==> config.mk <==
export PLATFORM = sky130hd
export DESIGN_NAME = tiny32_timer
export DESIGN_NICKNAME = d
export VERILOG_FILES = /design/src/rtl/tiny32_timer.sv
export SDC_FILE = /design/constraint.sdc
export NUM_CORES = 1
export LEC_CHECK = 0
export BUFFER_PORTS_ARGS = -buffer_cell sky130_fd_sc_hd__buf_2
export CAP_MARGIN = 20
export CELL_PAD_IN_SITES_DETAIL_PLACEMENT = 0
export CELL_PAD_IN_SITES_GLOBAL_PLACEMENT = 1
export CORE_ASPECT_RATIO = 0.75
export CORE_MARGIN = 2
export CORE_UTILIZATION = 45
export DETAILED_ROUTE_END_ITERATION = 10
export HOLD_SLACK_MARGIN = 0.06
export PLACE_DENSITY_LB_ADDON = 0.1
export SLEW_MARGIN = 10
export SYNTH_ARGS = -nofsm -noshare
export SYNTH_HDL_FRONTEND = slang
export SYNTH_SLANG_ARGS = --single-unit
export TNS_END_PERCENT = 10
==> constraint.sdc <==
create_clock -name clk -period 3.05 [get_ports clk]
set_input_delay 0.1525 -clock clk [delete_from_list [all_inputs] [get_ports clk]]
set_output_delay 0.1525 -clock clk [all_outputs]
set_load 0.01 [all_outputs]
==> src/rtl/tiny32_timer.sv <==
`default_nettype none
// ============================================================================
// Module   : tiny32_timer
// Purpose  : Memory-mapped 32-bit timer/compare peripheral for the tiny32
//            ports region. Prescaled counter, compare match with periodic or
//            one-shot mode, one level interrupt with CPU acknowledge.
// Revision : 1.0 - initial release
// ============================================================================
module tiny32_timer #(
    parameter int          PRESCALE_BITS = 16,
    parameter logic [31:0] RESET_COMPARE = 32'hFFFF_FFFF
) (
    input  logic        clk,
    input  logic        nreset,
    input  logic        sel,
    input  logic [2:0]  address,
    input  logic        nrd,
    input  logic [3:0]  nwr,
    input  logic [31:0] data_in,
    output logic [31:0] data_out,
    output logic        interrupt,
    input  logic        interrupt_ack
);

    // Register word offsets
    localparam logic [2:0] c_ADDR_CTRL     = 3'd0;
    localparam logic [2:0] c_ADDR_PRESCALE = 3'd1;
    localparam logic [2:0] c_ADDR_COMPARE  = 3'd2;
    localparam logic [2:0] c_ADDR_COUNTER  = 3'd3;
    localparam logic [2:0] c_ADDR_STATUS   = 3'd4;

    // CTRL bit positions
    localparam int c_BIT_EN       = 0;
    localparam int c_BIT_PERIODIC = 1;
    localparam int c_BIT_IE       = 2;

    localparam logic [PRESCALE_BITS-1:0] c_PRE_ONE = {{(PRESCALE_BITS-1){1'b0}}, 1'b1};

    // ------------------------------------------------------------------------
    // State
    // ------------------------------------------------------------------------
    logic [2:0]               r_ctrl;
    logic [PRESCALE_BITS-1:0] r_prescale;
    logic [31:0]              r_compare;
    logic [31:0]              r_counter;
    logic                     r_match;
    logic [PRESCALE_BITS-1:0] r_pre_cnt;
    logic                     r_active_d;
    logic                     r_armed;
    logic [31:0]              r_data_out;

    // ------------------------------------------------------------------------
    // Bus access decode
    // ------------------------------------------------------------------------
    logic                     w_active;
    logic                     w_fire;
    logic                     w_rd_fire;
    logic                     w_wr_fire;
    logic [31:0]              w_lane_mask;
    logic [2:0]               w_ctrl_wr;
    logic [PRESCALE_BITS-1:0] w_prescale_wr;
    logic [31:0]              w_compare_wr;
    logic [31:0]              w_counter_wr;
    logic                     w_status_clr;
    logic                     w_tick;
    logic                     w_hit;
    logic                     w_match_set;
    logic [31:0]              w_rd_data;

    assign w_active = !nrd || (nwr != 4'hF);

    // One action per CPU access: only the rising edge of the strobe fires.
    // r_armed keeps a strobe that was already held across reset release
    // from being taken as a new access.
    assign w_fire    = sel && w_active && !r_active_d && r_armed;
    assign w_rd_fire = w_fire && !nrd;
    assign w_wr_fire = w_fire && (nwr != 4'hF);

    assign w_lane_mask = {{8{~nwr[3]}}, {8{~nwr[2]}}, {8{~nwr[1]}}, {8{~nwr[0]}}};

    assign w_ctrl_wr     = (r_ctrl & ~w_lane_mask[2:0]) | (data_in[2:0] & w_lane_mask[2:0]);
    assign w_prescale_wr = (r_prescale & ~w_lane_mask[PRESCALE_BITS-1:0])
                         | (data_in[PRESCALE_BITS-1:0] & w_lane_mask[PRESCALE_BITS-1:0]);
    assign w_compare_wr  = (r_compare & ~w_lane_mask) | (data_in & w_lane_mask);
    assign w_counter_wr  = (r_counter & ~w_lane_mask) | (data_in & w_lane_mask);

    assign w_status_clr = w_wr_fire && (address == c_ADDR_STATUS) && !nwr[0] && data_in[0];

    // ------------------------------------------------------------------------
    // Timebase
    // ------------------------------------------------------------------------
    assign w_tick      = r_ctrl[c_BIT_EN] && (r_pre_cnt == r_prescale);
    assign w_hit       = (r_counter == r_compare);
    assign w_match_set = w_tick && w_hit;

    assign interrupt = r_match && r_ctrl[c_BIT_IE];
    assign data_out  = r_data_out;

    // Read mux; unimplemented bits and offsets read as zero
    always_comb begin
        w_rd_data = 32'd0;
        case (address)
            c_ADDR_CTRL:     w_rd_data[2:0]               = r_ctrl;
            c_ADDR_PRESCALE: w_rd_data[PRESCALE_BITS-1:0] = r_prescale;
            c_ADDR_COMPARE:  w_rd_data                    = r_compare;
            c_ADDR_COUNTER:  w_rd_data                    = r_counter;
            c_ADDR_STATUS:   w_rd_data[0]                 = r_match;
            default:         w_rd_data                    = 32'd0;
        endcase
    end

    // Strobe edge detection and post-reset arming
    always_ff @(posedge clk or negedge nreset) begin
        if (!nreset) begin
            r_active_d <= 1'b0;
            r_armed    <= 1'b0;
        end else begin
            r_active_d <= w_active;
            if (!w_active)
                r_armed <= 1'b1;
        end
    end

    // Read data register, loaded only when a read fires
    always_ff @(posedge clk or negedge nreset) begin
        if (!nreset)
            r_data_out <= 32'd0;
        else if (w_rd_fire)
            r_data_out <= w_rd_data;
    end

    // CTRL: CPU write wins over the one-shot EN clear
    always_ff @(posedge clk or negedge nreset) begin
        if (!nreset)
            r_ctrl <= 3'd0;
        else if (w_wr_fire && (address == c_ADDR_CTRL))
            r_ctrl <= w_ctrl_wr;
        else if (w_match_set && !r_ctrl[c_BIT_PERIODIC])
            r_ctrl[c_BIT_EN] <= 1'b0;
    end

    // PRESCALE and COMPARE are plain CPU-written registers
    always_ff @(posedge clk or negedge nreset) begin
        if (!nreset) begin
            r_prescale <= '0;
            r_compare  <= RESET_COMPARE;
        end else if (w_wr_fire) begin
            if (address == c_ADDR_PRESCALE)
                r_prescale <= w_prescale_wr;
            if (address == c_ADDR_COMPARE)
                r_compare <= w_compare_wr;
        end
    end

    // Prescaler; held at zero while disabled, so enabling always starts from 0
    always_ff @(posedge clk or negedge nreset) begin
        if (!nreset)
            r_pre_cnt <= '0;
        else if (!r_ctrl[c_BIT_EN] || w_tick)
            r_pre_cnt <= '0;
        else
            r_pre_cnt <= r_pre_cnt + c_PRE_ONE;
    end

    // Main counter: CPU write beats tick; wraps silently at all-ones
    always_ff @(posedge clk or negedge nreset) begin
        if (!nreset)
            r_counter <= 32'd0;
        else if (w_wr_fire && (address == c_ADDR_COUNTER))
            r_counter <= w_counter_wr;
        else if (w_tick) begin
            if (w_hit) begin
                if (r_ctrl[c_BIT_PERIODIC])
                    r_counter <= 32'd0;
            end else begin
                r_counter <= r_counter + 32'd1;
            end
        end
    end

    // MATCH flag: a new match beats acknowledge and write-one-to-clear
    always_ff @(posedge clk or negedge nreset) begin
        if (!nreset)
            r_match <= 1'b0;
        else if (w_match_set)
            r_match <= 1'b1;
        else if (interrupt_ack || w_status_clr)
            r_match <= 1'b0;
    end

endmodule
`default_nettype wire
Word-level counts from Yosys, hierarchy flattened
Cells that the tools add are included.
W data, S select, Z words.
Word-level totals
  register bits: 134
  output and inout port bits: 33
Cells by class
  $add $sub $neg: 2
  mux-type cells: 13
  equality and inequality tests: 8
  reduce and logical (&&, ||, !) cells: 29
  bitwise gates (word level): 18
Operator list (number)
  $mux W32: 4
  $and A32 B32 Y32: 3
  $or A32 B32 Y32: 2
  $pmux W13 S3: 1
  $add A32 B1 Y32 const B: 1
  $and A16 B16 Y16: 2
  $eq A32 B32 Y1: 1
  $not A32 Y32: 1
  $pmux W16 S2: 1
  $add A16 B1 Y16 const B: 1
  $eq A16 B16 Y1: 1
  $mux W16: 1
  $not A16 Y16: 1
  $or A16 B16 Y16: 1
  $logic_and A1 B1 Y1: 14
  $pmux W2 S4: 1
  $and A3 B3 Y3: 2
  $eq A3 B2 Y1 const B: 2
  $reduce_and A2 Y1: 3
  $reduce_bool A2 Y1: 3
  $logic_not A1 Y1: 5
  $pmux W1 S5: 1
  $mux W1: 4
  $ne A4 B4 Y1 const B: 1
  8 further kinds: 13

Depth between registers and ports, before layout
Gate-level depths: netlist of run 1.
  depth after elaboration: 12
  mapped depth: 12
  gate-level depth less buffers: 8

Least setup slack after synthesis of run 1
OpenSTA, ideal clock, no wires.
  kind: reg-to-reg
  from: register with a tool-made name
  to: register with a tool-made name
  path buffers: 4
  required time: 2.924 ns
  library setup time: 0.126 ns
  clock period less this slack: 2.340 ns
  slack: 0.710 ns
  arrival time: 2.215 ns
  stages on the path, launching flop included: 12
  path through: dfrtp_1 buf_2 xor2_1 nor4_1 and4_4 a311o_1 buf_2 or2_1 buf_6 buf_6 nor2_1 a221o_1

==> impl_metrics.env, run 1 <==
export IMPL_grt_pass1_wl_mm=33.3
export IMPL_layout_nets=839
export IMPL_rsz0062_at_grt="no"
export IMPL_period_minus_slack_ps=2760
export IMPL_cts_made_buffers=17
export IMPL_cts_tree="done"
export IMPL_grt_max_degree=81
export IMPL_overflow=0
export IMPL_report_final_slew_viol_count=0
export IMPL_hold_path_end="r_match$_DFFE_PN0P_"
export IMPL_start_util_pct=46.3
export IMPL_setup_ws_ps=285
export IMPL_cts_setup_buffers=0
export IMPL_path_cells="xor2_1 -> nor4_1 -> nand4_1 -> a311o_1 -> or2_1 -> buf_4 -> or4_1 -> nand3_1"
export IMPL_dieArea_um2=16800
export IMPL_dp_slack_ps=131
export IMPL_die_x_um=149
export IMPL_hp_start="interrupt_ack"
export IMPL_remaining_drc_errors=0
export IMPL_crit_path_max_fanout=16
export IMPL_status="completed"
export IMPL_seq_area_frac_synth_pct=47.9
export IMPL_clock_sinks=134
export IMPL_fmaxAchievable_mhz=362
export IMPL_avgSynthCellArea_um2=10.5
export IMPL_drive_gt1_share_pct=29.5
export IMPL_io_buffers=76
export IMPL_slowest_delay_ps=470
export IMPL_ys_flop_type="dfrtp_1"
export IMPL_hp_class="input pin to register"
export IMPL_yosysUniqueCellTypes=55
export IMPL_wl_per_cell_um=20.7
export IMPL_area_growth_syn_to_layout_pct=22.8
export IMPL_r2r_setup_slack_ps=290
export IMPL_drt_iter0_markers=522
export IMPL_tightest_slew_ps=782
export IMPL_coreArea_um2=15300
export IMPL_vias_per_cell=5.84
export IMPL_required_ps=3410
export IMPL_arrival_ps=3120
export IMPL_min_period_over_period_pct=90.7
export IMPL_synth_edff_count=0
export IMPL_ys_seq_elements=134
export IMPL_num_rows=39
export IMPL_gp_congestion=0.877
export IMPL_clk_pin_slew_ps=60
export IMPL_finalClockSkew_ps=8.32
export IMPL_antenna_left=0
export IMPL_clk_latency_ps=420
export IMPL_yosys_top_cells_area="dfrtp_1 36%, dfstp_2 12%, mux2_2 10%"
export IMPL_min_path_cells=3
export IMPL_grt_pass1_vias=5784
export IMPL_p_leak_nw=3.94
export IMPL_clk_path_buf_depth=2
export IMPL_path_class="register to register"
export IMPL_p_per_area_nw_per_um2=504
export IMPL_antenna_found_initial=0
export IMPL_synth_top_area_share_pct=36.0
export IMPL_vias=5903
export IMPL_root_buffer="clkbuf_16"
export IMPL_finalHoldViolCount=0
export IMPL_dr_pass1_iters=5
export IMPL_wl_mm=20.9
export IMPL_synth_most_common_cell="dfrtp_1"
export IMPL_p_total_mw=4.39
export IMPL_synth_commonest_cells="102 x dfrtp_1, 72 x nor2_1, 63 x mux2_2"
export IMPL_relSlewSlack_pct=47.9
export IMPL_cp_end_kind="register"
export IMPL_dp_hpwl_mm=14.8
export IMPL_synth_nets=724
export IMPL_cap_violations=0
export IMPL_ys_warn_count=0
export IMPL_ios=77
export IMPL_irDropWorstVdd_mv=0.374
export IMPL_htree_levels=4
export IMPL_rr_worst_depth=8
export IMPL_setup_viol=0
export IMPL_fp_dieH_um=113
export IMPL_setup_total_negative_slack_ps=0
export IMPL_slowest_stage="or4_1"
export IMPL_cp_start_kind="register"
export IMPL_synthesis_area_um2=7090
export IMPL_diodes=0
export IMPL_track_usage_pct=26.3
export IMPL_async_reset_ff_share_pct=100
export IMPL_syn_inst=678
export IMPL_synth_top_area_cell="dfrtp_1"
worst max-delay path, delay by kind of cell (launching register included):
kind	cells	cell delay (ps)
simple gates	5	1490
flops	1	420
compound gates	1	370
xor+xnor	1	210
buf+inv	1	210
timing repair:
action,CTS,global route
endpoints found under the hold margin,144,0
resized for setup,0,1
hold buffers,34,0
setup endpoints to repair,0,9
report_power, final:
part / total (mW) / switching [mW] / leakage [nW] / internal, mW
clock: 2.14 / 0.768 / 0.300 / 1.37
sequential: 1.89 / 0.0471 / 1.63 / 1.85
combinational: 0.355 / 0.200 / 2.01 / 0.155
cell type report:
type	count	area, µm²
Fill cell	1356	6620
Multi-Input combinational cell	499	3490
Sequential cell	134	3390
Timing Repair Buffer	134	920
Clock buffer	24	492
Tap cell	205	256
Clock inverter	8	121
Inverter	7	26.3
placed cells by master, fill, tap and decap left out, drive strengths merged, types with 17 or more instances in the layout:
cell type,Yosys,layout
dfstp,32,32
nand3,43,43
mux2,63,63
nand2,54,54
nor2,72,72
xor2,57,57
nor4,17,17
buf,20,100
dfrtp,102,102
clkbuf,18,24
o21ai,27,27
dlygate4sd3,0,34
worst max path at each step:
stage,cells after the start,endpoint,slack [ps]
2_1_floorplan,11,register,710
3_3_place_gp,8,register,170
3_5_place_dp,8,register,130
4_1_cts,8,register,110
5_1_grt,8,register,180
6_report,8,register,290
through the flow:
stage	util (%)	hold WS [ps]	cell area [µm²]	instances
after global routing	56.8	76.7	8700	1011
final	56.8	74.5	8700	1011
after CTS	56.8	66.1	8700	1011
after global placement	50.5	264	7740	945
after floorplan	-	-143	7090	678
after detailed placement	50.5	270	7740	945
routing by layer:
layer / global-route usage (%) / vias to the layer above / share of wire (%)
met5: 0 / - / 0
met3: 7.86 / 23 / 8.3
met4: 6.03 / 0 / 1.1
met2: 35.5 / 237 / 41
met1: 41.0 / 2919 / 50
li1: - / 2724 / -
cells by family after synthesis:
group,count (synthesis),synth area share (%)
simple gates,245,17.0
flops,134,47.9
xor+xnor,62,7.66
fa+ha+maj,2,0.353
compound gates,125,13.5
mux,65,10.6
buf+inv,45,2.91
No activity file was read; power rests on OpenSTA's default activity.
==> run 2: changes to the inputs <==
--- a/config.mk
+++ b/config.mk
@@ -9,7 +9,7 @@
 export CAP_MARGIN = 20
 export CELL_PAD_IN_SITES_DETAIL_PLACEMENT = 0
 export CELL_PAD_IN_SITES_GLOBAL_PLACEMENT = 1
-export CORE_ASPECT_RATIO = 0.75
+export CORE_ASPECT_RATIO = 1.1
 export CORE_MARGIN = 2
 export CORE_UTILIZATION = 45
 export DETAILED_ROUTE_END_ITERATION = 10
==> impl_metrics.env, run 2 (synthesis gave the netlist of run 1 again) <==
export IMPL_status="completed"
export IMPL_period_minus_slack_ps=2650
export IMPL_cts_made_buffers=17
export IMPL_setup_total_negative_slack_ps=0
export IMPL_clk_latency_ps=420
export IMPL_coreArea_um2=15600
export IMPL_switchingPower_mw=1.01
export IMPL_layout_common_cells="102 x dfrtp_1, 75 x buf_2, 72 x nor2_1, 63 x mux2_2, 57 x xor2_1"
export IMPL_die_x_um=124
export IMPL_clk_pin_slew_ps=60
export IMPL_p_per_area_nw_per_um2=507
export IMPL_final_common_cell="dfrtp_1"
export IMPL_drt_iter0_markers=452
export IMPL_clk_path_buf_depth=2
export IMPL_relSlewSlack_pct=47.7
export IMPL_path_class="register to register"
export IMPL_crit_path_max_fanout=16
export IMPL_vias=5842
export IMPL_ios=77
export IMPL_finalClockSkew_ps=11.6
export IMPL_p_leak_nw=3.95
export IMPL_layout_nets=842
export IMPL_dp_hpwl_mm=14.6
export IMPL_setup_ws_ps=398
export IMPL_root_buffer="clkbuf_16"
export IMPL_track_usage_pct=25.9
export IMPL_io_buffers=76
export IMPL_area_growth_syn_to_layout_pct=23.0
export IMPL_clockPowerShare_pct=49.2
export IMPL_finalHoldViolCount=0
export IMPL_drive_gt1_share_pct=29.4
export IMPL_htree_levels=4
export IMPL_arrival_ps=3000
export IMPL_cts_tree="done"
export IMPL_antenna_left=0
export IMPL_wl_per_cell_um=20.4
export IMPL_num_rows=48
export IMPL_p_sw_share_pct=22.9
export IMPL_antenna_found_initial=0
export IMPL_intPower_mw=3.41
export IMPL_report_final_slew_viol_count=0
export IMPL_gp_congestion=0.869
export IMPL_setup_viol=0
export IMPL_dieArea_um2=16800
export IMPL_tightest_slew_ps=781
export IMPL_required_ps=3400
export IMPL_fmaxAchievable_mhz=377
export IMPL_grt_max_degree=74
export IMPL_start_util_pct=45.6
export IMPL_cts_resized=0
export IMPL_cap_violations=0
export IMPL_fp_dieH_um=136
export IMPL_cp_start_kind="register"
export IMPL_dp_slack_ps=466
export IMPL_wl_mm=20.6
export IMPL_clock_sinks=134
export IMPL_pwr_share_seq_pct=42.7
export IMPL_irDropWorstVdd_mv=0.330
export IMPL_fillers=1374
export IMPL_grt_pass1_vias=5815
export IMPL_hp_class="input pin to register"
export IMPL_vias_per_cell=5.79
export IMPL_dr_pass1_iters=5
export IMPL_min_period_over_period_pct=86.9
export IMPL_overflow=0
export IMPL_cp_end_kind="register"
export IMPL_comb_power_share_pct=8.1
export IMPL_diodes=0
export IMPL_grt_pass1_wl_mm=32.5
export IMPL_rsz0062_at_grt="no"
export IMPL_remaining_drc_errors=0
[run 2: changes by cell type in the layout (fill, tap and decap cells not counted)]
cell,change
a21boi_1,+1
a21boi_2,-1
buf_4,+2
bufinv_16,+1
clkbuf_1,+1
clkbuf_8,-2
clkinv_4,-1
clkinvlp_4,+1
dlygate4sd3_1,+1
[run 2: per-stage QoR]
| step | cell area (µm²) | total power, mW | hold slack (ps) | util [%] | std cells |
|---|---|---|---|---|---|
| after global routing | 8720 | 4.59 | 218 | 56.1 | 1009 |
| final | 8720 | 4.43 | 178 | 56.1 | 1009 |
| after global placement | 7750 | 2.24 | 228 | 49.8 | 942 |
| after CTS | 8720 | 4.47 | 172 | 56.1 | 1009 |
| after detailed placement | 7750 | 2.25 | 240 | 49.8 | 942 |
| after floorplan | 7090 | 2.07 | -143 | - | 678 |
[run 2: per-layer routing]
| metal | track usage [%] | up-vias | part of all wire [%] |
|---|---|---|---|
| li1 | - | 2731 | - |
| met1 | 33.2 | 2919 | 44 |
| met2 | 43.3 | 158 | 50 |
| met3 | 4.71 | 34 | 3.7 |
| met4 | 9.72 | 0 | 2.2 |
| met5 | 0 | - | 0 |
[run 2: critical path, cell delays in order (launching register included)]
cell	delay [ps]
dfstp_2	560
xor2_1	350
nor4_1	120
and4_1	230
a311o_1	330
or2_1	220
buf_4	200
or4_1	470
nand3_1	100
[run 2: worst paths after layout]
check	from	endpoint	slack, ps	cells past startpoint
worst max-delay path	register	register	400	8
worst min-delay path	nwr[3]	r_active_d$_DFF_PN0_	180	4
worst max register to register	register	register	400	8
worst min register to register	r_armed$_DFFE_PN0P_	r_armed$_DFFE_PN0P_	470	1
max in group asynchronous	nreset	async pin	1890	3
min in group asynchronous	nreset	data_out[17]$_DFFE_PN0P_	340	2
[run 2: cell type report]
cell class	count	area [µm²]	share of cell area (%)
flip-flops and latches	134	3390	38.9
well taps	200	250	2.87
inverters	7	26.3	0.301
clock inverters	9	150	1.72
multi-input cells	499	3490	40.0
clock buffers	23	468	5.37
repair buffers	137	945	10.8
[run 2: power groups by stage]
| stage | Clock, mW | Sequential, mW | Combinational, mW |
|---|---|---|---|
| after floorplan | 0 | 1.93 | 0.135 |
| after global placement | 0 | 1.92 | 0.321 |
| after detailed placement | 0 | 1.92 | 0.325 |
| after CTS | 2.22 | 1.89 | 0.362 |
| after global routing | 2.30 | 1.90 | 0.398 |
| final | 2.18 | 1.89 | 0.357 |
[run 2: timing repair]
action	CTS	global route
hold buffers	35	0
hold endpoints to repair	132	0
setup buffers	0	0
==> run 3: changes to the inputs <==
--- a/config.mk
+++ b/config.mk
@@ -5,13 +5,14 @@
 export SDC_FILE = /design/constraint.sdc
 export NUM_CORES = 1
 export LEC_CHECK = 0
+export ABC_AREA = 1
 export BUFFER_PORTS_ARGS = -buffer_cell sky130_fd_sc_hd__buf_2
 export CAP_MARGIN = 20
 export CELL_PAD_IN_SITES_DETAIL_PLACEMENT = 0
 export CELL_PAD_IN_SITES_GLOBAL_PLACEMENT = 1
 export CORE_ASPECT_RATIO = 1.1
 export CORE_MARGIN = 2
-export CORE_UTILIZATION = 45
+export CORE_UTILIZATION = 44
 export DETAILED_ROUTE_END_ITERATION = 10
 export HOLD_SLACK_MARGIN = 0.06
 export PLACE_DENSITY_LB_ADDON = 0.1
==> impl_metrics.env, run 3 <==
export IMPL_num_rows=52
export IMPL_min_period_over_period_pct=72.9
export IMPL_cts_resized=0
export IMPL_finalClockSkew_ps=11.2
export IMPL_die_x_um=134
export IMPL_p_per_area_nw_per_um2=482
export IMPL_ios=77
export IMPL_hp_class="input pin to register"
export IMPL_slowest_delay_ps=490
export IMPL_synth_commonest_cells="437 x nand2_1, 110 x nor2_1, 107 x inv_1"
export IMPL_path_cells="xnor2_1 -> nand2_1 -> nor2_1 -> nand2_1 -> nor2_1 -> nand3_1 -> nand2_4 -> nand2_2 -> nand2_1 -> nand2_1"
export IMPL_hold_path_end="r_ctrl[0]$_DFFE_PN0P_"
export IMPL_p_leak_nw=4.78
export IMPL_layout_common_cells="437 x nand2_1, 110 x nor2_1, 107 x inv_1, 102 x dfrtp_1, 87 x nand3_1"
export IMPL_track_usage_pct=27.2
export IMPL_vias=7660
export IMPL_dieArea_um2=19700
export IMPL_remaining_drc_errors=0
export IMPL_relSlewSlack_pct=31.5
export IMPL_slowest_stage="dfrtp_1"
export IMPL_fmaxAchievable_mhz=450
export IMPL_ys_warn_count=0
export IMPL_vias_per_cell=5.10
export IMPL_antenna_found_initial=0
export IMPL_synth_edff_count=0
export IMPL_arrival_ps=2540
export IMPL_yosysUniqueCellTypes=37
export IMPL_synth_most_common_cell="nand2_1"
export IMPL_seq_area_frac_synth_pct=41.5
export IMPL_diodes=0
export IMPL_report_final_slew_viol_count=0
export IMPL_ys_flop_type="dfrtp_1"
export IMPL_synthesis_area_um2=8180
export IMPL_dp_hpwl_mm=19.5
export IMPL_tightest_slew_ps=1030
export IMPL_required_ps=3370
export IMPL_design_area_um2=9740
export IMPL_ys_seq_elements=134
export IMPL_setup_total_negative_slack_ps=0
export IMPL_antenna_left=0
export IMPL_clock_sinks=134
export IMPL_gp_congestion=0.864
export IMPL_cp_start_kind="register"
export IMPL_wl_per_cell_um=17.2
export IMPL_cts_setup_buffers=0
export IMPL_period_minus_slack_ps=2220
export IMPL_io_buffers=76
export IMPL_path_delay_family="simple AND/OR/NAND/NOR gates"
export IMPL_hp_start="nwr[0]"
export IMPL_synth_nets=1190
export IMPL_coreArea_um2=18300
export IMPL_final_common_cell="nand2_1"
export IMPL_irDropWorstVdd_mv=0.388
export IMPL_cts_made_buffers=17
export IMPL_synth_top_area_share_pct=31.2
export IMPL_async_reset_ff_share_pct=100
export IMPL_grt_max_degree=67
export IMPL_fp_dieH_um=147
export IMPL_finalHoldViolCount=0
export IMPL_crit_buf_inv=0
export IMPL_yosys_top_cells_area="dfrtp_1 31%, nand2_1 20%, dfstp_2 10%"
export IMPL_syn_inst=1144
export IMPL_grt_pass1_vias=7495
export IMPL_wl_mm=25.8
export IMPL_rr_worst_depth=10
export IMPL_clk_latency_ps=430
export IMPL_layout_nets=1293
export IMPL_synth_top_area_cell="dfrtp_1"
export IMPL_drive_gt1_share_pct=17.3
export IMPL_path_class="register to register"
export IMPL_min_path_cells=4
export IMPL_root_buffer="clkbuf_16"
export IMPL_overflow=0
export IMPL_clk_path_buf_depth=2
export IMPL_avgSynthCellArea_um2=7.15
export IMPL_cpMostUsedCell="nand2_1"
export IMPL_status="completed"
export IMPL_htree_levels=4
export IMPL_cts_tree="done"
export IMPL_place_area_um2=8780
export IMPL_area_growth_syn_to_layout_pct=19.1
export IMPL_dr_pass1_iters=5
export IMPL_cp_end_kind="register"
export IMPL_clk_pin_slew_ps=60
export IMPL_rsz0062_at_grt="no"
export IMPL_start_util_pct=44.7
export IMPL_grt_pass1_wl_mm=40.9
export IMPL_p_total_mw=4.70
export IMPL_r2r_setup_slack_ps=830
export IMPL_drt_iter0_markers=564
export IMPL_crit_path_max_fanout=31
export IMPL_cap_violations=0
export IMPL_setup_viol=0
run 3: cell types whose count changed after synthesis, sizes merged, moves of 14 or more:
cell / previous run / this run
mux2: 63 / 27
a221oi: 16 / 0
inv: 7 / 117
xor2: 57 / 20
buf: 20 / 36
nor2: 72 / 120
nand2: 54 / 442
xnor2: 5 / 24
nor4: 17 / 1
nand3: 43 / 98
o21ai: 27 / 45
a221o: 14 / 0
run 3: per-stage QoR:
step / setup WS [ps] / instances / hold WS (ps) / util, %
after floorplan: 1420 / 1144 / -143 / -
after global placement: 892 / 1436 / 193 / 48.0
after detailed placement: 853 / 1436 / 194 / 48.0
after CTS: 836 / 1503 / 171 / 53.3
after global routing: 640 / 1503 / 216 / 53.3
final: 826 / 1503 / 183 / 53.3
run 3: repair_timing:
| item | in CTS | in global routing |
|---|---|---|
| hold buffers | 35 | 0 |
| endpoints found under the setup margin | 0 | 0 |
| endpoints found under the hold margin | 104 | 0 |
run 3: report_power, final:
group	switching [mW]	internal (mW)
Sequential	0.0890	1.88
Clock	0.870	1.32
Combinational	0.321	0.216
run 3: cell families (layout without fill, tap and decap cells):
| kind of cell | Yosys count | after routing | synth area share (%) |
|---|---|---|---|
| fa+ha+maj | 2 | 2 | 0.306 |
| buf+inv | 161 | 277 | 8.19 |
| compound gates | 93 | 93 | 6.47 |
| flops | 134 | 134 | 41.5 |
| xor+xnor | 44 | 44 | 4.71 |
| mux | 27 | 27 | 3.72 |
| simple gates | 683 | 683 | 35.1 |
run 3: worst max-delay path by stage:
stage	end	depth (start not counted)	startpoint	slack, ps
floorplan	register	11	register	1420
global placement	register	10	register	890
detailed placement	register	10	register	850
CTS	register	10	register	840
global route	register	10	register	640
finish	register	10	register	830
run 3: layout make-up:
cell class                      instances  area (µm²)
Timing Repair Buffer                  128         865
Fill cell                            1822        8540
Tap cell                              243         304
Multi-Input combinational cell        849        4130
Clock buffer                           19         443
Sequential cell                       134        3390
Inverter                              117         442
Clock inverter                         13         169
run 3: worst reg2reg max path: stages (launching register included):
cell     delay [ps]
dfrtp_1         490
xnor2_1         340
nand2_1          90
nor2_1          120
nand2_1          60
nor2_1           80
nand3_1         150
nand2_4         370
nand2_2         230
nand2_1         120
nand2_1          50
run 3: routing by layer:
layer / part of all wire, % / global-route usage, % / up-vias
li1: - / - / 3820
met1: 44 / 35.1 / 3623
met2: 50 / 47.2 / 183
met3: 3.4 / 4.18 / 34
met4: 2.3 / 7.93 / 0
met5: 0 / 0 / -
